**config.mk**
```make
export PLATFORM = sky130hd
export DESIGN_NAME = fifo_channel
export DESIGN_NICKNAME = d
export VERILOG_FILES = /design/src/rtl/fifo_channel_pkg.sv /design/src/rtl/fifo_channel_mem.sv /design/src/rtl/fifo_channel.sv
export SDC_FILE = /design/constraint.sdc
export NUM_CORES = 1
export LEC_CHECK = 0
export CORE_MARGIN = 2
export CORE_UTILIZATION = 50
export CTS_BUF_LIST = sky130_fd_sc_hd__clkbuf_2
export CTS_CLUSTER_SIZE = 40
export DETAILED_ROUTE_END_ITERATION = 7
export PLACE_DENSITY = 0.73
export SLEW_MARGIN = 40
export SYNTH_ARGS = -nofsm -noshare
export SYNTH_HDL_FRONTEND = slang
export SYNTH_SLANG_ARGS = --single-unit
```
**constraint.sdc**
```tcl
create_clock -name ap_clk -period 2.89 [get_ports ap_clk]
set_input_delay 0.578 -clock ap_clk [delete_from_list [all_inputs] [get_ports ap_clk]]
set_output_delay 0.578 -clock ap_clk [all_outputs]
set_load 0.1 [all_outputs]
```
**src/rtl/fifo_channel_pkg.sv**
```systemverilog
// Shared constants and sizing helper for the fifo_channel block.
// Latency: n/a (package only).
// Backpressure: n/a (package only).
package fifo_channel_pkg;

    localparam int DEFAULT_DATA_WIDTH = 32;
    localparam int DEFAULT_DEPTH      = 4;

    // Pointer width for a power-of-two depth; never less than 1 bit.
    function automatic int ptr_w(input int depth);
        int w;
        w = 1;
        for (int i = 1; i < 31; i++) begin
            if ((1 << i) < depth) begin
                w = i + 1;
            end
        end
        return w;
    endfunction

endpackage

```
**src/rtl/fifo_channel_mem.sv**
```systemverilog
// Storage array for fifo_channel: one synchronous write port, one asynchronous read port.
// Latency: write lands on the rising edge; read data is combinational from rd_addr.
// Backpressure: none here; the controller only asserts wr_en for accepted writes.
//
// Ports:
//   clk      - clock
//   wr_en    - write enable (already qualified by flags and reset)
//   wr_addr  - write address
//   wr_data  - write data
//   rd_addr  - read address
//   rd_data  - read data at rd_addr
// The array is deliberately not reset.
module fifo_channel_mem
    import fifo_channel_pkg::*;
#(
    parameter int DATA_WIDTH = DEFAULT_DATA_WIDTH,
    parameter int DEPTH      = DEFAULT_DEPTH,
    localparam int AW        = ptr_w(DEPTH)
) (
    input  logic                  clk,
    input  logic                  wr_en,
    input  logic [AW-1:0]         wr_addr,
    input  logic [DATA_WIDTH-1:0] wr_data,
    input  logic [AW-1:0]         rd_addr,
    output logic [DATA_WIDTH-1:0] rd_data
);

    logic [DATA_WIDTH-1:0] mem [DEPTH];

    always_ff @(posedge clk) begin
        if (wr_en) begin
            mem[wr_addr] <= wr_data;
        end
    end

    assign rd_data = mem[rd_addr];

endmodule

```
**src/rtl/fifo_channel.sv**
```systemverilog
// First-word-fall-through FIFO channel with registered full/empty flags.
// Latency: a word written into an empty FIFO is readable 1 cycle later (no bypass).
// Backpressure: writes are dropped while if_full_n=0, reads ignored while if_empty_n=0.
//
// Ports:
//   ap_clk     - clock, all state on rising edge
//   ap_rst_n   - synchronous active-low reset
//   if_din     - producer write data
//   if_full_n  - high when a write will be accepted (registered)
//   if_write   - producer write strobe
//   if_dout    - head word; holds last shown value while empty, 0 after reset
//   if_empty_n - high when a word is readable (registered)
//   if_read    - consumer read strobe
//   if_count   - live occupancy        (only with FIFO_CHANNEL_STATS_EN)
//   if_peak    - sticky max occupancy  (only with FIFO_CHANNEL_STATS_EN)
module fifo_channel
    import fifo_channel_pkg::*;
#(
    parameter int DATA_WIDTH = DEFAULT_DATA_WIDTH,
    parameter int DEPTH      = DEFAULT_DEPTH,
    localparam int PW        = ptr_w(DEPTH),
    localparam int CW        = PW + 1
) (
    input  logic                  ap_clk,
    input  logic                  ap_rst_n,
    input  logic [DATA_WIDTH-1:0] if_din,
    output logic                  if_full_n,
    input  logic                  if_write,
    output logic [DATA_WIDTH-1:0] if_dout,
    output logic                  if_empty_n,
    input  logic                  if_read
`ifdef FIFO_CHANNEL_STATS_EN
    ,
    output logic [CW-1:0]         if_count,
    output logic [CW-1:0]         if_peak
`endif
);

    logic [PW-1:0]         wptr;
    logic [PW-1:0]         rptr;
    logic [CW-1:0]         count;
    logic [CW-1:0]         count_nxt;
    logic                  full_n;
    logic                  empty_n;
    logic                  wr_ok;
    logic                  rd_ok;
    logic [DATA_WIDTH-1:0] mem_rdata;
    logic [DATA_WIDTH-1:0] dout_hold;

    // Flags are registers, so acceptance never depends combinationally on the strobes' effect.
    assign wr_ok = if_write & full_n;
    assign rd_ok = if_read & empty_n;

    always_comb begin
        count_nxt = count;
        case ({wr_ok, rd_ok})
            2'b10:   count_nxt = count + CW'(1);
            2'b01:   count_nxt = count - CW'(1);
            default: count_nxt = count;
        endcase
    end

    always_ff @(posedge ap_clk) begin
        if (!ap_rst_n) begin
            wptr      <= '0;
            rptr      <= '0;
            count     <= '0;
            full_n    <= 1'b1;
            empty_n   <= 1'b0;
            dout_hold <= '0;
        end else begin
            // Power-of-two depth: natural overflow wraps DEPTH-1 -> 0.
            if (wr_ok) begin
                wptr <= wptr + PW'(1);
            end
            if (rd_ok) begin
                rptr <= rptr + PW'(1);
            end
            count     <= count_nxt;
            full_n    <= (count_nxt != CW'(DEPTH));
            empty_n   <= (count_nxt != '0);
            // Tracks what the consumer last saw so the output freezes once empty.
            dout_hold <= if_dout;
        end
    end

    fifo_channel_mem #(
        .DATA_WIDTH (DATA_WIDTH),
        .DEPTH      (DEPTH)
    ) u_mem (
        .clk     (ap_clk),
        .wr_en   (wr_ok & ap_rst_n),
        .wr_addr (wptr),
        .wr_data (if_din),
        .rd_addr (rptr),
        .rd_data (mem_rdata)
    );

    // Storage is never reset, so the held register masks it until a word exists.
    assign if_dout    = empty_n ? mem_rdata : dout_hold;
    assign if_full_n  = full_n;
    assign if_empty_n = empty_n;

`ifdef FIFO_CHANNEL_STATS_EN
    logic [CW-1:0] peak;

    always_ff @(posedge ap_clk) begin
        if (!ap_rst_n) begin
            peak <= '0;
        end else if (count_nxt > peak) begin
            peak <= count_nxt;
        end
    end

    assign if_count = count;
    assign if_peak  = peak;
`endif

endmodule

```
Word-level counts from Yosys, hierarchy flattened
Memories as Yosys holds them, arrays and structs flattened. A register that Yosys moved wholly into a read port is not among the register bits.
Index checks and enable logic that the tools add are counted.
W data, S select, Z words.
Word-level totals
  register bits after elaboration: 41
  latch bits: 0
  RAM bits: 128
  memory bits (read-only): 0
  bits of input ports: 36
  output and inout port bits: 34
  word-level logic and storage cells: 24
  memories kept: 1
Operators by class
  add/subtract/negate cells: 4
  multipliers: 0
  divide/modulo/power cells: 0
  $lt $le $gt $ge: 0
  eq/ne operators: 3
  shifts and indexed selects: 0
  muxes and demuxes: 6
  bitwise logic cells: 3
  reductions and logical operators: 1
Memory list
  u_mem.mem: words 4, width 32, rd ports 1, clocked after memory_dff 1, write ports 1, line fifo_channel_mem.sv:28  | logic [DATA_WIDTH-1:0] mem [DEPTH];
Operators by type and width (count)
  $mux W32: 1
  $pmux W3 S2: 1
  $add A2 B1 Y2 const B: 2
  $mux W2: 2
  $add A3 B1 Y3 const B: 1
  $and A1 B1 Y1: 3
  $ne A3 B3 Y1 const B: 1
  $reduce_bool A3 Y1: 1
  $sub A3 B1 Y3 const B: 1
  $eq A2 B1 Y1 const B: 1
  $eq A2 B2 Y1 const B: 1
  $mux W1: 2

Depth between registers and ports, before layout
  word-level depth: 4
  mapped depth: 8
  gate-level depth less buffers: 6

Cells and area by module
Synthesis repeated with hierarchy kept, for this count alone.
Unflattened totals
  cells, all modules: 318
  area total of the unflattened synthesis: 6498.7 µm²
By module, submodules not included
  fifo_channel_mem: times used 1, cells an instance 171, area each 4689.5 µm²
  fifo_channel: times used 1, cells an instance 147, area each 1809.2 µm²

Least setup slack after synthesis
Ideal clock, no wire load.
  path type: register -> register
  start: reg empty_n, in the netlist if_empty_n
  end: reg full_n, in the netlist if_full_n
  library setup time: 0.115 ns
  arrival time: 2.957 ns
  path slack: -0.182 ns
  cell stages (with the launch flop): 9
  period minus slack after synthesis: 3.072 ns
  path through: dfxtp_1 buf_6 buf_2 and2_1 ha_1 fa_1 or3b_2 o21ai_0 a21bo_2
Between the ends
  longest elaborated chain between the ends: 4
  elaborated cells on any way between the ends: 5
  those cells by class: eq/ne: 3; mux: 1; bitwise: 1
RTL lines
  start: declaration: line fifo_channel.sv:44  | logic empty_n;
  start signal: assignment: line fifo_channel.sv:81  | empty_n <= (count_nxt != '0);
  $and A1 B1 Y1 (*): line fifo_channel.sv:52  | assign rd_ok = if_read & empty_n;
  $eq A2 B1 Y1 or $eq A2 B2 Y1 (tied branches): line fifo_channel.sv:56  | case ({wr_ok, rd_ok})
  $pmux W3 S2 (*): line fifo_channel.sv:56
  $ne A3 B3 Y1 (*): line fifo_channel.sv:80  | full_n <= (count_nxt != CW'(DEPTH));
  end signal: assignment: line fifo_channel.sv:80
  end: declaration: line fifo_channel.sv:43  | logic full_n;
Every way passes the cells marked *; elsewhere a longest branch is shown, timed or not.
A chain may end at the register's enable or synchronous reset.

==> impl_metrics.json <==
{
  "final_common_cell": "edfxtp_1",
  "wl_per_cell_microns": 18.96,
  "nets": 458,
  "fin_skew_ps": 27.71,
  "clock-sinks": 171,
  "layout_setup_ws_ps": -64.60,
  "cp_max_fo": 8,
  "outcome": "finished, violations left",
  "die_y_microns": 118.3,
  "r2r_setup_slack_ps": 770,
  "vdd_drop_max_mv": 0.6703,
  "setup-violations-final": 32,
  "max_freq_mhz": 338.5,
  "grt_max_degree": 36,
  "synth_edf_count": 128,
  "ioPinCount": 70,
  "relSlewSlack": 0.5282,
  "violations": "negative setup slack",
  "criticalPathCategory": "flip-flop to primary output",
  "fin_util": 0.6436,
  "hold_violations": 0,
  "powerDensity_nw_per_um2": 1039,
  "layout.area.seq_sq_um": 4711,
  "slew_violations": 0,
  "crit_arrival_ps": 2380,
  "io_buffers": 69,
  "diodes": 0,
  "synth_seq_cells": 171,
  "dp_slack_ps": 58.57,
  "final_cell_mix": "edfxtp_1, dfxtp_1, clkdlybuf4s50_1, buf_12, and2_1",
  "hold_buffers": 0,
  "async_flop_share": 0,
  "power.total_mw": 8.476,
  "synth.area.top_cells": "edfxtp_1, dfxtp_1, mux4_2",
  "dr_total_vias": 3142,
  "synth_top_area_share": 0.5886,
  "min_period_ps": 2955,
  "postRouteAntennaNets": 0,
  "yosys_warnings": 0,
  "drt_iter0_drc": 223,
  "cts_root_buf": "clkbuf_2",
  "hold_path_end": "wptr[1]",
  "post-dp-hpwl_microns": 6703,
  "multi_input_area_sq_um": 1694,
  "crit_required_ps": 2310,
  "fp.coreArea_sq_um": 12670,
  "cp-start-kind": "flip-flop",
  "grt_pass1_vias": 3372,
  "fill_cells": 887,
  "synth_cell_types": 30,
  "hp-class": "primary input to flip-flop",
  "clk_latency_ps": 710,
  "rr_endpoint": "if_full_n",
  "drive_above_1_share": 0.3566,
  "ys.flop_type": "edfxtp_1",
  "antenna_found_initial": 0,
  "clockBufferDepth": 2,
  "yosys.area.top_type": "edfxtp_1",
  "synth_cells": 325,
  "r2r-start": "if_full_n",
  "tightest_slew_ps": 707.7,
  "die_w_microns": 118.3,
  "cp-end-kind": "primary output",
  "fin_cells": 601,
  "placed_cells": 565,
  "synth.avg_cell_area_sq_um": 20.09,
  "numCtsBuffers": 17,
  "cts_tree": "built",
  "die-area_sq_um": 13990,
  "hold_depth": 3,
  "netlist_area_sq_um": 6530,
  "final.setup.tns_ps": -971.1,
  "clk_pin_slew_ps": 220,
  "finalWirelength_microns": 11400,
  "power_leakage_nw": 2.876,
  "holdCritStartpoint": "if_write",
  "initial_core_util": 0.5154,
  "htree_levels": 4,
  "syn_to_final_growth_pct": 24.89,
  "rsz0062_at_grt": "yes",
  "finalCritPeriodShare": 1.022,
  "synthesis.nets": 367,
  "hold_ws_ps": 464.3,
  "ys_seq_area_frac": 0.7204,
  "fin_area_sq_um": 8155,
  "avgViaCountPerCell": 5.228,
  "maxCapViolCount": 0,
  "r2r_cells": 6,
  "overflow": 0,
  "dpl_cell_area_sq_um": 7777,
  "grt_pass1_wl_microns": 17900,
  "drc": 0,
  "drtPass1Iterations": 4,
  "placementRows": 41,
  "gp_congestion": 0.6764,
  "grt_usage": 0.1715
}
-- synth_stat cells (2+ instances only) --
cell type	instances
edfxtp_1	128
dfxtp_1	43
and2_1	37
mux2_4	30
mux4_2	30
nor2_1	8
ha_1	5
buf_2	4
nand3_1	4
buf_1	3
buf_12	3
clkbuf_1	3
nand2_1	3
xnor2_1	3
buf_6	2
inv_1	2
mux2_2	2
mux4_1	2
xor2_1	2
-- flip-flops by register name, indices dropped and copies added, names as in the netlist, named ones only --
signal	count
u_mem.mem	128
wptr	2
if_empty_n	1
rptr	2
dout_hold	32
if_full_n	1
count	3
-- critical path, stage by stage, from the launching register on --
cell and delay, ps:
dfxtp_4 500, buf_12 170, mux4_2 520, mux2_4 310, buf_12 170
-- worst max-delay path by stage --
stage	endpoint	slack [ps]	from	depth (start not counted)
floorplan	if_full_n	80	if_full_n	6
CTS	if_dout[19]	-150	flip-flop	4
global placement	if_full_n	130	if_write	7
finish	if_dout[19]	-60	flip-flop	4
global route	if_dout[21]	-190	flip-flop	4
detailed placement	if_full_n	60	if_write	7
-- cell type report --
| class | count | area share |
|---|---|---|
| clock buffers | 18 | 0.01105 |
| clock inverters | 14 | 0.02455 |
| inverters | 3 | 0.001381 |
| multi-input cells | 136 | 0.2077 |
| flip-flops and latches | 171 | 0.5776 |
| well taps | 172 | 0.02639 |
| repair buffers | 87 | 0.1513 |
-- cell families (layout without fill, tap and decap cells) --
family	count (synthesis)	after routing	synth area share
buffers and inverters	18	122	0.02089
XOR/XNOR	5	5	0.006707
AND/OR/NAND/NOR	55	55	0.04829
flip-flops	171	171	0.7204
adder cells (fa/ha/maj)	6	6	0.01265
AO/OA/AOI/OAI	5	5	0.005556
multiplexers	65	65	0.1855
-- where the power goes --
group	switching [mW]	internal, mW
registers	0.0978	2.87
logic	2.42	1.66
clock network	0.771	0.648
total	3.29	5.18
-- per-layer routing --
metal	wire, microns	up-vias	global-route usage
li1	-	1440	-
met1	4876	1618	0.2139
met2	5889	72	0.2854
met3	471	12	0.04826
met4	161	0	0.06551
met5	0	-	0
-- timing repair --
action / 4_1_cts / 5_1_grt
endpoints found under the setup margin: 32 / 32
endpoints found under the hold margin: 0 / 0
resized for setup: 2 / 4
cloned: 1 / 2
setup buffers: 0 / 1
No activity file was read; power rests on OpenSTA's default activity.
